### config.mk
export PLATFORM = sky130hd
export DESIGN_NAME = int_ctrl
export DESIGN_NICKNAME = d
export VERILOG_FILES = /design/src/rtl/int_ctrl.sv
export SDC_FILE = /design/constraint.sdc
export NUM_CORES = 1
export LEC_CHECK = 0
export CAP_MARGIN = 30
export CORE_MARGIN = 2
export CORE_UTILIZATION = 43
export DETAILED_ROUTE_END_ITERATION = 8
export GPL_TIMING_DRIVEN = 0
export HOLD_SLACK_MARGIN = 0.06
export PLACE_DENSITY = 0.83
export SLEW_MARGIN = 20
export SYNTH_ARGS = -nofsm -noshare
export SYNTH_HDL_FRONTEND = slang
export SYNTH_SLANG_ARGS = --single-unit
export TNS_END_PERCENT = 1
### constraint.sdc
create_clock -name clk -period 1.7 [get_ports clk]
set_input_delay 0.17 -clock clk [delete_from_list [all_inputs] [get_ports clk]]
set_output_delay 0.17 -clock clk [all_outputs]
set_load 0.005 [all_outputs]
### src/rtl/int_ctrl.sv
// -----------------------------------------------------------------------------
// int_ctrl -- fixed-priority interrupt controller with a simple
// request / acknowledge / end-of-service handshake towards the CPU.
//
// Ports
//   clk        : sole clock, rising edge
//   reset      : asynchronous, active-high reset
//   irq_in     : N_CH device requests (already synchronous to clk)
//   INT        : interrupt request to the CPU (high while in REQ)
//   INT_ID     : ID of the requesting / in-service channel
//   INT_ACK    : single-cycle CPU acknowledge pulse
//   eret       : single-cycle end-of-service pulse
//   cfg_we     : configuration write strobe
//   cfg_addr   : register select (0 en, 1 pend, 2 ovr, 3 status/gie)
//   cfg_wdata  : configuration write data
//   cfg_rdata  : combinational configuration read data
// -----------------------------------------------------------------------------
module int_ctrl #(
    parameter int N_CH      = 8,
    parameter int ID_W      = 3,
    parameter int EDGE_MODE = 1
) (
    input  logic            clk,
    input  logic            reset,
    input  logic [N_CH-1:0] irq_in,
    output logic            INT,
    output logic [ID_W-1:0] INT_ID,
    input  logic            INT_ACK,
    input  logic            eret,
    input  logic            cfg_we,
    input  logic [1:0]      cfg_addr,
    input  logic [31:0]     cfg_wdata,
    output logic [31:0]     cfg_rdata
);

    typedef enum logic [1:0] {
        IDLE    = 2'd0,
        REQ     = 2'd1,
        SERVICE = 2'd2
    } state_t;

    state_t            state_reg, state_next;
    logic [ID_W-1:0]   id_reg, id_next;
    logic [N_CH-1:0]   en_reg;
    logic [N_CH-1:0]   pend_reg, pend_next;
    logic [N_CH-1:0]   ovr_reg, ovr_next;
    logic [N_CH-1:0]   irq_q_reg;
    logic              gie_reg;

    logic [N_CH-1:0]   rise;
    logic [N_CH-1:0]   elig;
    logic [ID_W-1:0]   winner;
    logic              any_elig;
    logic              ack_clr;
    logic              cfg_en_wr, cfg_pend_wr, cfg_ovr_wr, cfg_gie_wr;
    logic              unused_wdata;

    assign cfg_en_wr   = cfg_we && (cfg_addr == 2'd0);
    assign cfg_pend_wr = cfg_we && (cfg_addr == 2'd1);
    assign cfg_ovr_wr  = cfg_we && (cfg_addr == 2'd2);
    assign cfg_gie_wr  = cfg_we && (cfg_addr == 2'd3);

    // Only the acknowledge that actually moves REQ -> SERVICE clears pend.
    assign ack_clr = (state_reg == REQ) && INT_ACK;

    // Per-channel capture. Sets always win over same-cycle clears, so an
    // edge that coincides with an acknowledge or a software clear is kept.
    genvar gi;
    generate
        for (gi = 0; gi < N_CH; gi++) begin : g_ch
            logic clr_pend;
            assign rise[gi]     = irq_in[gi] & ~irq_q_reg[gi];
            assign clr_pend     = (ack_clr && (id_reg == ID_W'(gi))) ||
                                  (cfg_pend_wr && cfg_wdata[gi]);
            if (EDGE_MODE != 0) begin : g_edge
                assign pend_next[gi] = rise[gi] | (pend_reg[gi] & ~clr_pend);
            end else begin : g_level
                assign pend_next[gi] = irq_in[gi];
            end
            assign ovr_next[gi] = (rise[gi] & pend_reg[gi]) |
                                  (ovr_reg[gi] & ~(cfg_ovr_wr & cfg_wdata[gi]));
        end
    endgenerate

    assign elig = gie_reg ? (pend_reg & en_reg) : '0;

    // Lowest eligible index wins: scan downwards so the last hit is lowest.
    always_comb begin
        winner   = '0;
        any_elig = 1'b0;
        for (int i = N_CH - 1; i >= 0; i--) begin
            if (elig[i]) begin
                winner   = ID_W'(i);
                any_elig = 1'b1;
            end
        end
    end

    // Next-state logic. The ID is latched only on IDLE -> REQ, so INT_ID is
    // frozen through REQ and SERVICE regardless of en/gie changes.
    always_comb begin
        state_next = state_reg;
        id_next    = id_reg;
        case (state_reg)
            IDLE: begin
                if (any_elig) begin
                    state_next = REQ;
                    id_next    = winner;
                end
            end
            REQ: begin
                if (INT_ACK) begin
                    state_next = SERVICE;
                end
            end
            SERVICE: begin
                if (eret) begin
                    state_next = IDLE;
                end
            end
            default: begin
                state_next = IDLE;
            end
        endcase
    end

    always_ff @(posedge clk or posedge reset) begin
        if (reset) begin
            state_reg <= IDLE;
            id_reg    <= '0;
        end else begin
            state_reg <= state_next;
            id_reg    <= id_next;
        end
    end

    always_ff @(posedge clk or posedge reset) begin
        if (reset) begin
            en_reg    <= '0;
            pend_reg  <= '0;
            ovr_reg   <= '0;
            irq_q_reg <= '0;
            gie_reg   <= 1'b0;
        end else begin
            pend_reg  <= pend_next;
            ovr_reg   <= ovr_next;
            irq_q_reg <= irq_in;
            if (cfg_en_wr) begin
                en_reg <= cfg_wdata[N_CH-1:0];
            end
            if (cfg_gie_wr) begin
                gie_reg <= cfg_wdata[0];
            end
        end
    end

    assign INT    = (state_reg == REQ);
    assign INT_ID = id_reg;

    always_comb begin
        cfg_rdata = '0;
        case (cfg_addr)
            2'd0: cfg_rdata = 32'(en_reg);
            2'd1: cfg_rdata = 32'(pend_reg);
            2'd2: cfg_rdata = 32'(ovr_reg);
            default: begin
                cfg_rdata[9:8] = state_reg;
                cfg_rdata[7:1] = 7'(id_reg);
                cfg_rdata[0]   = gie_reg;
            end
        endcase
    end

    // Upper write-data bits have no destination for narrow channel counts.
    assign unused_wdata = ^cfg_wdata;

endmodule
==> reports/results.tsv, run 1 <==
stage	metric	value	unit
status	status	complete, no violations	
job	Maximum Capacitance Violations	0	
clocking	number of clock sinks	38	
floorplanning	standard-cell rows	24	
route	number of vias per cell	5.109	
sta	Least-Margin Pin Slew	0.7470	ns
grt	initial antenna violation count	0	
grt	met2 global-route usage	29.87	%
worst_setup_path	type of the worst setup path	reg2out	
clocking	Root Buffer	sky130_fd_sc_hd__clkbuf_8	
grt	overall fraction of global-route tracks in use	18.87	%
grt	vias in the first global route	1556	
logic_synthesis	portion of the post-synthesis area used by sequential elements	47.35	%
final_layout	Layout area overhead	35.51	%
route	average wire length per cell after detail routing	14.20	um
power_and_ir_drop	Pleak	1.255	nW
logic_synthesis	summed instance area of the synthesized netlist	2008	um2
grt	global-route wire length before repair	7.417	mm
route	DRC	0	
final_layout	area occupied by registers	955.9	um2
placement	detailed placer's ending HPWL	3.293	mm
final_layout	area taken by multi-input logic gates	907.1	um2
sta	final number of setup-violating endpoints	0	
worst_setup_path	critical path peak fanout	4	
sta	max-slew headroom at the worst pin	49.98	%
worst_setup_path	buffer and inverter count on the worst path	1	
route	DRC violation total after the first TritonRoute iteration	82	
floorplanning	Ports	83	
logic_synthesis	Post-Syn Instances	195	
logic_synthesis	number of warning messages in the yosys log	0	
route	DR vias	1645	
power_and_ir_drop	IR Drop Worst-Case VDD	0.5677	mV
sta	Max Slew Vio Count	0	
clocking	clock transition time at the flip-flop clock pins of the worst setup and hold paths	0.07	ns
final_layout	fill cell total of the finished layout	383	
clocking	number of levels in the clock H-tree	2	
grt	met1 global-route usage	24.46	%
final_layout	Post-Layout Inst Area	2721	um2
route	first-pass detailed-route iteration total	4	
route	routed wire length	4.571	mm
worst_setup_path	kind of cell adding the most delay to the critical path	multiplexers	
sta	Final Critical Period	1.633	ns
min_path	Hold/Removal Path Class	in2async	
worst_setup_path	critical path capture point type	primary output	
worst_setup_path	biggest cell delay along the critical path	0.48	ns
route	Antenna Violating Nets Remaining	0	
grt	maximum number of pins on one net before global-route repair	27	
worst_setup_path	critical path arrival	1.46	ns
sta	hold violation total from the final report	0	
clocking	clock latency on the worst-skew pair	0.29	ns
grt	remaining global-route overflow	0	
final_layout	most frequent cells in the layout	sky130_fd_sc_hd__dfrtp_1 (34), sky130_fd_sc_hd__buf_4 (32), sky130_fd_sc_hd__nand2_1 (30), sky130_fd_sc_hd__clkdlybuf4s50_1 (27), sky130_fd_sc_hd__conb_1 (22)	
sta	setup repair after global routing missed its margin	false	
clocking	Max Root-Sink Buffers	2	
sta	Clock Skews	0.005563	ns
final_layout	layout cells sized above 1	24.81	%
floorplanning	initial cell density of the core	45.49	%
placement	quantity of I/O buffers inserted on ports	36	
grt	met3 track utilization from global routing	5.556	%
clocking	clock buffers created by TritonCTS	5	
placement	dpl cell area	2532	um2
sta	share of the cycle needed by the critical path after routing	96.08	%
power_and_ir_drop	total power after layout	2.947	mW
worst_setup_path	critical path required time	1.53	ns
floorplanning	y dimension of the die	72.34	um
worst_setup_path	cells traversed along the worst timing path	mux4_2 -> dlygate4sd2_1	
floorplanning	die area	5233	um2
logic_synthesis	synthesis-stage register bit count	38	
grt	highest-utilization routing layer at the global route stage	met2	
final_layout	net count reported at finish	317	
worst_setup_path	launching element type of the critical path	flip-flop	
power_and_ir_drop	total power per unit cell area	1083	nW/um2
clocking	hold-fix buffers at CTS	0	
logic_synthesis	Avg Inst Size Synth	10.30	um2
final_layout	number of diodes	0	
final_layout	most common cell after layout, fill and taps aside	sky130_fd_sc_hd__dfrtp_1	
sta	setup total negative slack	0	ns
sta	fmax	612.2	MHz
clocking	clock tree from TritonCTS	built	
worst_setup_path	slowest CP cell	sky130_fd_sc_hd__mux4_2	
floorplanning	area of the core	4414	um2
logic_synthesis	post-synth cell types	33	
final_layout	core utilization of the finished layout	61.65	%
floorplanning	die width	72.34	um
placement	routability-driven placement congestion ratio	0.9235	
-- cells in the mapped netlist (all sizes together) --
cell type	n	share of area, %
or3	3	1.2
and3b	1	0.44
nor2	2	0.37
o211ai	7	2.6
and3	2	0.62
nand4b	1	0.44
nor2b	2	0.62
a211oi	1	0.37
inv	16	3.0
mux2	10	5.6
a32o	10	5.0
a31o	1	0.44
buf	24	8.7
a2111oi	1	0.44
nand2	31	5.9
mux2i	4	2.0
conb	1	0.19
dfrtp	38	47
clkbuf	2	0.37
a21oi	7	1.7
a31oi	2	0.62
nand2b	2	0.62
and2	1	0.31
nand3	5	1.2
mux4	4	4.5
a22oi	4	1.5
o21ai	11	2.7
a311oi	1	0.44
nor3b	1	0.62
-- what timing repair did --
item,CTS,global route
gates resized for setup,20,8
pin swaps,0,0
endpoints found under the setup margin,10,5
buffers inserted,6,4
-- worst paths after layout --
kind                                        startpoint                      to  slack, ns  cells after the start
worst max-delay path             en_reg[2]$_DFFE_PP0P_            cfg_rdata[2]       0.07                      2
worst min-delay path                             reset   en_reg[2]$_DFFE_PP0P_       0.15                      2
worst max register to register   INT_ID[0]$_DFFE_PP0P_   pend_reg[0]$_DFF_PP0_       0.07                      4
worst min register to register  irq_q_reg[7]$_DFF_PP0_   pend_reg[7]$_DFF_PP0_       0.43                      1
max in group asynchronous                        reset   pend_reg[7]$_DFF_PP0_       1.11                      3
min in group clk                             irq_in[7]  irq_q_reg[7]$_DFF_PP0_       0.38                      1
-- cell families after synthesis --
kind of cell           after synthesis  share of synthesized area (%)
DFF                                 38                          47.35
muxes                               18                          12.09
AOI/OAI and AO/OA                   45                          15.89
and+or+nand+nor                     51                          12.40
buffers and inverters               42                          12.09
other                                1                         0.1867
-- worst register-to-register path, delay by kind of cell (launching register included) --
kind                   cells  cell delay, ns
AND/OR/NAND/NOR            2            0.75
buffers and inverters      1            0.14
flip-flops                 1            0.38
AO/OA/AOI/OAI              1            0.25
-- power breakdown --
| part | internal [mW] | total, mW | switching (mW) |
|---|---|---|---|
| Sequential | 1.10 | 1.29 | 0.186 |
| Combinational | 0.613 | 1.09 | 0.478 |
| Clock | 0.282 | 0.570 | 0.288 |
-- per-layer routing --
layer	vias to the layer above	wire length [um]
li1	801	-
met1	778	1924
met2	60	2254
met3	6	363
met4	0	28
met5	-	0
-- area by class of cell --
| class | instances | area share (%) |
|---|---|---|
| tap | 52 | 2.391 |
| timing repair buffer | 47 | 16.83 |
| clock buffer | 7 | 2.805 |
| inverter | 16 | 2.207 |
| sequential | 38 | 35.13 |
| multi-input combinational | 136 | 33.33 |
| buffer | 26 | 7.310 |
-- per-stage QoR --
| step | setup WS, ns | hold WS [ns] | cells |
|---|---|---|---|
| floorplan | 0.2350 | 0.2014 | 216 |
| global route | 0.009771 | 0.1879 | 322 |
| finish | 0.06657 | 0.1453 | 322 |
| detailed placement | -0.5615 | 0.4314 | 305 |
| CTS | 0.003919 | 0.1569 | 318 |
| global placement | -0.5533 | 0.4174 | 304 |
Note: power is estimated with default switching activity, not from simulation.
==> run 2: changes to the inputs <==
ABC_AREA = 1   (was not set)
CORE_UTILIZATION = 42   (was 43)
CTS_CLUSTER_SIZE = 12   (was not set)
PLACE_DENSITY = 0.82   (was 0.83)
==> reports/results.tsv, run 2 <==
stage	metric	value	unit	change
grt	met2 global-route usage	32.11	%	was 29.87%
final_layout	non-filler instance count after layout	358		was 322
clocking	hold-fix buffers at CTS	0		unchanged
logic_synthesis	Avg Inst Size Synth	8.206	um2	was 10.30 um2
route	first-pass detailed-route iteration total	4		unchanged
worst_setup_path	register-to-register setup slack	0.32	ns	was 0.07 ns
final_layout	most frequent cells in the layout	sky130_fd_sc_hd__nand2_1 (46), sky130_fd_sc_hd__o21ai_0 (42), sky130_fd_sc_hd__dfrtp_1 (35), sky130_fd_sc_hd__inv_1 (34), sky130_fd_sc_hd__clkdlybuf4s50_1 (30)		was sky130_fd_sc_hd__dfrtp_1 (34), sky130_fd_sc_hd__buf_4 (32), sky130_fd_sc_hd__nand2_1 (30), sky130_fd_sc_hd__clkdlybuf4s50_1 (27), sky130_fd_sc_hd__conb_1 (22)
clocking	clock tree from TritonCTS	built		unchanged
logic_synthesis	Post-synth EDFFs	0		unchanged
logic_synthesis	largest cells by area after synthesis	sky130_fd_sc_hd__dfrtp_1 (49%), sky130_fd_sc_hd__o21ai_0 (12%), sky130_fd_sc_hd__nand2_1 (9.2%), sky130_fd_sc_hd__buf_4 (8.5%), sky130_fd_sc_hd__inv_1 (6.9%)		was sky130_fd_sc_hd__dfrtp_1 (47%), sky130_fd_sc_hd__buf_4 (8.2%), sky130_fd_sc_hd__mux2_2 (5.6%), sky130_fd_sc_hd__nand2_1 (5.6%), sky130_fd_sc_hd__a32o_1 (5.0%)
floorplanning	standard-cell rows	24		unchanged
grt	highest-utilization routing layer at the global route stage	met2		unchanged
placement	dpl cell area	2477	um2	was 2532 um2
route	routed wire length	4.761	mm	was 4.571 mm
route	average wire length per cell after detail routing	13.30	um	was 14.20 um
logic_synthesis	post-synth cell types	19		was 33
placement	detailed placer's ending HPWL	3.395	mm	was 3.293 mm
grt	vias in the first global route	1634		was 1556
logic_synthesis	fraction of registers with async set or reset after synthesis	100.0	%	unchanged
sta	share of the cycle needed by the critical path after routing	93.85	%	was 96.08%
sta	final number of setup-violating endpoints	0		unchanged
final_layout	net count reported at finish	354		was 317
logic_synthesis	synthesis-stage register bit count	38		unchanged
power_and_ir_drop	IR Drop Worst-Case VDD	0.3946	mV	was 0.5677 mV
worst_setup_path	startpoint of the worst-slack reg-to-reg timing path	state_reg[1]$_DFFE_PP0P_		was INT_ID[0]$_DFFE_PP0P_
final_layout	area taken by multi-input logic gates	780.7	um2	was 907.1 um2
floorplanning	die width	72.20	um	was 72.34 um
grt	remaining global-route overflow	0		unchanged
final_layout	Post-Layout Inst Area	2618	um2	was 2721 um2
min_path	Hold/Removal Path Class	in2async		unchanged
clocking	Max Root-Sink Buffers	2		unchanged
worst_setup_path	launching element type of the critical path	flip-flop		unchanged
clocking	number of clock sinks	38		unchanged
final_layout	fill cell total of the finished layout	408		was 383
sta	hold violation total from the final report	0		unchanged
grt	overall fraction of global-route tracks in use	19.37	%	was 18.87%
route	DRC	0		unchanged
worst_setup_path	endpoint of the most critical register-to-register path	pend_reg[4]$_DFF_PP0_		was pend_reg[0]$_DFF_PP0_
worst_setup_path	critical path capture point type	primary output		unchanged
worst_setup_path	critical path peak fanout	3		was 4
sta	setup total negative slack	0	ns	unchanged
floorplanning	initial cell density of the core	44.25	%	was 45.49%
worst_setup_path	buffer and inverter count on the worst path	2		was 1
worst_setup_path	slowest CP cell	sky130_fd_sc_hd__clkdlybuf4s50_1		was sky130_fd_sc_hd__mux4_2
grt	global-route wire length before repair	7.659	mm	was 7.417 mm
worst_setup_path	type of the worst setup path	reg2out		unchanged
grt	maximum number of pins on one net before global-route repair	31		was 27
route	Antenna Violating Nets Remaining	0		unchanged
logic_synthesis	count leader, synth	sky130_fd_sc_hd__nand2_1		was sky130_fd_sc_hd__dfrtp_1
final_layout	number of diodes	0		unchanged
clocking	Root Buffer	sky130_fd_sc_hd__clkbuf_8		unchanged
worst_setup_path	R2R depth	4		unchanged
logic_synthesis	number of warning messages in the yosys log	0		unchanged
sta	fmax	626.8	MHz	was 612.2 MHz
power_and_ir_drop	total power per unit cell area	1030	nW/um2	was 1083 nW/um2
placement	routability-driven placement congestion ratio	0.8607		was 0.9235
route	DR vias	1772		was 1645
logic_synthesis	Post-Syn Instances	238		was 195
final_layout	layout cells sized above 1	16.01	%	was 24.81%
placement	cell count after placement	348		was 305
sta	Clock Skews	0.008024	ns	was 0.005563 ns
power_and_ir_drop	Pleak	1.321	nW	was 1.255 nW
clocking	clock transition time at the flip-flop clock pins of the worst setup and hold paths	0.07	ns	about the same
worst_setup_path	cells traversed along the worst timing path	inv_1 -> o211ai_1 -> clkdlybuf4s50_1		was mux4_2 -> dlygate4sd2_1
final_layout	area occupied by registers	954.7	um2	was 955.9 um2
clocking	clock latency on the worst-skew pair	0.29	ns	about the same
floorplanning	area of the core	4414	um2	unchanged
grt	met3 track utilization from global routing	5.694	%	was 5.556%
placement	quantity of I/O buffers inserted on ports	36		unchanged
floorplanning	y dimension of the die	72.20	um	was 72.34 um
status	status	complete, no violations		unchanged
clocking	clock buffers created by TritonCTS	5		unchanged
logic_synthesis	Most used DFF post-synth	sky130_fd_sc_hd__dfrtp_1		unchanged
sta	Max Slew Vio Count	0		unchanged
floorplanning	Ports	83		unchanged
clocking	number of levels in the clock H-tree	2		unchanged
grt	initial antenna violation count	0		unchanged
sta	crit path setup slack, layout	0.1045	ns	was 0.06657 ns
worst_setup_path	critical path arrival	1.43	ns	was 1.46 ns
placement	post-place setup slack	-0.5435	ns	was -0.5615 ns
logic_synthesis	fraction of synthesized cell area taken by the top area cell type	48.69	%	was 47.35%
worst_setup_path	kind of cell adding the most delay to the critical path	buffers and inverters		was multiplexers
worst_setup_path	biggest cell delay along the critical path	0.53	ns	was 0.48 ns
logic_synthesis	portion of the post-synthesis area used by sequential elements	48.69	%	was 47.35%
grt	met1 global-route usage	24.62	%	was 24.46%
logic_synthesis	cell type contributing the most total cell area after synthesis	sky130_fd_sc_hd__dfrtp_1		unchanged
power_and_ir_drop	total power after layout	2.697	mW	was 2.947 mW
logic_synthesis	list of most frequent post-synthesis cells	sky130_fd_sc_hd__nand2_1 (48), sky130_fd_sc_hd__o21ai_0 (45), sky130_fd_sc_hd__dfrtp_1 (38)		was sky130_fd_sc_hd__dfrtp_1 (38), sky130_fd_sc_hd__nand2_1 (30), sky130_fd_sc_hd__buf_4 (22)
final_layout	Layout area overhead	34.02	%	was 35.51%
route	number of vias per cell	4.950		was 5.109
sta	setup repair after global routing missed its margin	false		unchanged
sta	Final Critical Period	1.595	ns	was 1.633 ns
final_layout	most common cell after layout, fill and taps aside	sky130_fd_sc_hd__nand2_1		was sky130_fd_sc_hd__dfrtp_1
floorplanning	die area	5212	um2	was 5233 um2
worst_setup_path	first element of the critical path	pend_reg[5]$_DFF_PP0_		was en_reg[2]$_DFFE_PP0P_
route	DRC violation total after the first TritonRoute iteration	215		was 82
logic_synthesis	summed instance area of the synthesized netlist	1953	um2	was 2008 um2
worst_setup_path	critical path required time	1.53	ns	about the same
job	Maximum Capacitance Violations	0		unchanged
==> run 2: cell types whose count changed after synthesis, moves of 7 or more <==
cell and change:
sky130_fd_sc_hd__o21ai_0 +38, sky130_fd_sc_hd__inv_1 +20, sky130_fd_sc_hd__nand2_1 +18, sky130_fd_sc_hd__a32o_1 -10, sky130_fd_sc_hd__mux2_2 -10, sky130_fd_sc_hd__nor2_1 +10
sky130_fd_sc_hd__nor4_1 +8, sky130_fd_sc_hd__a21oi_1 -7
==> run 2: worst max path at each step <==
stage | to | slack [ns] | depth (start not counted)
global placement | cfg_rdata[3] | -0.47 | 7
detailed placement | cfg_rdata[1] | -0.54 | 7
floorplan | INT_ID[0]$_DFFE_PP0P_ | 0.52 | 9
CTS | cfg_rdata[0] | 0.02 | 7
global route | cfg_rdata[2] | 0.02 | 5
finish | cfg_rdata[5] | 0.10 | 3
==> run 2: metrics by stage <==
step / hold slack (ns) / util [%]
after floorplan: 0.2014 / -
after global placement: 0.4386 / 55.67
after detailed placement: 0.4209 / 56.12
after CTS: 0.1086 / 59.10
after global routing: 0.1247 / 59.30
final: 0.1036 / 59.30
==> run 2: kinds of logic (layout without fill, tap and decap cells) <==
kind of cell           Yosys count  count (layout)  share of synthesized area [%]
AOI/OAI and AO/OA               58              58                          16.72
buffers and inverters           60             107                          16.21
DFF                             38              38                          48.69
other                            1              22                         0.1920
and+or+nand+nor                 81              81                          18.19
==> run 2: repair_timing <==
item | CTS | global route
setup buffers | 3 | 1
pin swaps | 2 | 0
endpoints found under the hold margin | 0 | 0
resized for setup | 17 | 4
cloned | 0 | 0
setup endpoints to repair | 10 | 5
==> run 2: worst reg2reg max path, cell delays in order (launching register included) <==
cell and delay, ns:
sky130_fd_sc_hd__dfrtp_1 0.42, sky130_fd_sc_hd__nor2_1 0.15, sky130_fd_sc_hd__nand2_1 0.21, sky130_fd_sc_hd__nor4_1 0.34, sky130_fd_sc_hd__o21ai_0 0.13
==> run 2: cell type report <==
type                       count  area share [%]
inverter                      36           5.163
timing repair buffer          41           15.97
buffer                        24           6.931
multi-input combinational    161           29.83
sequential                    38           36.47
clock buffer                   6           3.155
tap                           52           2.486
==> run 2: where the power goes <==
part	total, mW	switching [mW]	internal, mW
sequential	1.25	0.166	1.08
clock	0.611	0.299	0.313
combinational	0.838	0.442	0.396
==> run 2: layer usage <==
metal	wire, um	up-vias
met5	0	-
met4	54	0
met3	340	6
met2	2315	65
met1	2051	826
li1	-	875
==> RTL change (flow settings as in run 2) <==
`ID_W`: 3 -> 6.
--- a/src/rtl/int_ctrl.sv
+++ b/src/rtl/int_ctrl.sv
@@ -19,3 +19,3 @@
     parameter int N_CH      = 8,
-    parameter int ID_W      = 3,
+    parameter int ID_W      = 6,
     parameter int EDGE_MODE = 1
Ports: changed (resized INT_ID); port bits go from 83 to 86. The function was not compared with the original's and may differ.
==> RTL change against run 2 <==
Critical path depth increased by 2. Worst setup slack got worse by 0.030 ns. Final cell count rose by 4.7%. Final area rose by 4.6%. Wire length shrank 0.46%. Maximum frequency is 1.8% lower. Sequential share of layout area fell by 1.6 points. Total power grew 3.7%. Register-to-register slack better by 0.06 ns. Area after synthesis grew 6.9%. Worst hold slack gained 0.020 ns. Synthesized cell count is 0.84% higher. Sequential cell count did not move. Critical path type is now input port to output pin. Highest routed layer unchanged.
==> RTL change: results (changes against run 2) <==
outcome:
  status: "finished, final reports clean"  # unchanged
worst_setup_path:
  critical_path_top_delay_cell: "clkdlybuf4s50_1"  # unchanged
  crit_path_max_fanout: 9  # was 3
  worst-endpoint-arrival_ns: 1.45  # was 1.43 ns
logic_synthesis:
  post_synth_main_area_contributors: "dfrtp_1 (46%), buf_4 (9.0%), nand2_1 (7.9%), inv_1 (5.8%), o21ai_1 (4.8%)"  # was dfrtp_1 (49%), o21ai_0 (12%), nand2_1 (9.2%), buf_4 (8.5%), inv_1 (6.9%)
  synth.top_cells.by_count: "nand2_1 (44), dfrtp_1 (38), inv_1 (32)"  # was nand2_1 (48), o21ai_0 (45), dfrtp_1 (38)
  yosysSeqAreaShare: 0.456  # was 0.487
  ys_warn_count: 0  # unchanged
  syn_inst: 240  # was 238
  synthDistinctLibCells: 28  # was 19
pwr:
  worst_ir_drop_vdd_mv: 0.487  # was 0.395 mV
  p_leak_nw: 1.39  # was 1.32 nW
global_route:
  gr-usage-all-layers: 0.186  # was 0.194
  largest_net_degree_at_the_start_of_global_routing: 30  # was 31
  grt_use_met1: 0.245  # was 0.246
  grt_pass1_wl_mm: 7.76  # was 7.66 mm
  number_of_global_route_vias_before_repair: 1666  # was 1634
  global_route.usage.met2: 0.319  # was 0.321
  groute.layer.met3.usage: 0.0434  # was 0.0569
final_layout:
  fillers: 445  # was 408
  insertedDiodeCount: 0  # unchanged
  stdcell_count: 375  # was 358
  layout_cell_share_with_drive_strength_beyond_1: 0.221  # was 0.160
  final_design_area_no_fill_mm2: 0.00274  # was 0.00262 mm²
routing:
  first_iter_violations: 141  # was 215
  routedWlPerCell_um: 12.6  # was 13.3 µm
  dr.pass1.iters: 4  # unchanged
  post_detailed_route_via_to_cell_ratio: 4.65  # was 4.95
placement:
  finalWeightedCongestion: 0.858  # was 0.861
  buffer_ports.inserted: 35  # was 36
  pre_cts_ws_ns: -0.434  # was -0.544 ns
  dp.final_hpwl_mm: 3.53  # was 3.39 mm
  placed_cells_incl_taps: 367  # was 348
  placed_area_mm2: 0.00263  # was 0.00248 mm²
worst_hold_path:
  hold_path.class: "input port to async pin"  # unchanged
clock_network:
  path_clk_slew_ns: 0.07  # about the same
  worst_skew_pair_latency_ns: 0.29  # about the same
  cts_setup_buffers: 0  # was 3
  clock_tree.root_cell: "clkbuf_8"  # unchanged
  ctsLongestPathBuffers: 2  # unchanged
timing:
  fin_clk_skew_ns: 0.00640  # was 0.00802 ns
==> RTL change: final cells by class <==
| class | instances | share of cell area |
|---|---|---|
| Buffer | 28 | 0.0809 |
| Clock buffer | 7 | 0.0315 |
| Clock inverter | 1 | 0.00183 |
| Inverter | 34 | 0.0475 |
| Multi-Input combinational cell | 164 | 0.323 |
| Sequential cell | 38 | 0.349 |
| Tap cell | 67 | 0.0306 |
| Timing Repair Buffer | 36 | 0.136 |
==> RTL change: routing by layer <==
metal / vias up / share of wire
li1: 882 / -
met1: 801 / 0.42
met2: 56 / 0.50
met3: 4 / 0.065
met4: 0 / 0.0076
met5: - / 0
==> RTL change: path summary, 6_finish.rpt <==
path | startpoint | slack, ns | cells after the start | end
setup / recovery | cfg_addr[1] | 0.08 | 5 | cfg_rdata[4]
hold / removal | reset | 0.12 | 2 | ovr_reg[5]
setup reg to reg | gie_reg | 0.38 | 9 | INT_ID[1]
hold reg to reg | irq_q_reg[6] | 0.45 | 1 | ovr_reg[6]
max in group asynchronous | reset | 1.13 | 3 | INT_ID[2]
min in group clk | cfg_addr[0] | 0.23 | 3 | gie_reg
==> RTL change: cell families (layout without fill, tap and decap cells) <==
family	Yosys count	in the layout	share of synthesized area
DFF	38	38	0.456
other	1	25	0.00180
AOI/OAI and AO/OA	57	57	0.182
buffers and inverters	62	106	0.168
and+or+nand+nor	82	82	0.192
==> RTL change: per-stage QoR <==
stage	hold WS, ns	power (mW)
floorplan	0.201	1.78
global placement	0.438	2.12
detailed placement	0.440	2.16
CTS	0.121	2.80
global route	0.143	2.99
finish	0.124	2.80
==> RTL change: repair_timing <==
item                                    CTS  global route
gates resized for setup                  12             3
endpoints found under the setup margin   10             4
pin swaps                                 1             0
==> RTL change: report_power, final <==
| group | switching, mW | total [mW] | leakage, nW | internal [mW] |
|---|---|---|---|---|
| combinational | 0.480 | 0.909 | 0.914 | 0.429 |
| sequential | 0.175 | 1.26 | 0.425 | 1.08 |
| clock | 0.304 | 0.631 | 0.0482 | 0.327 |
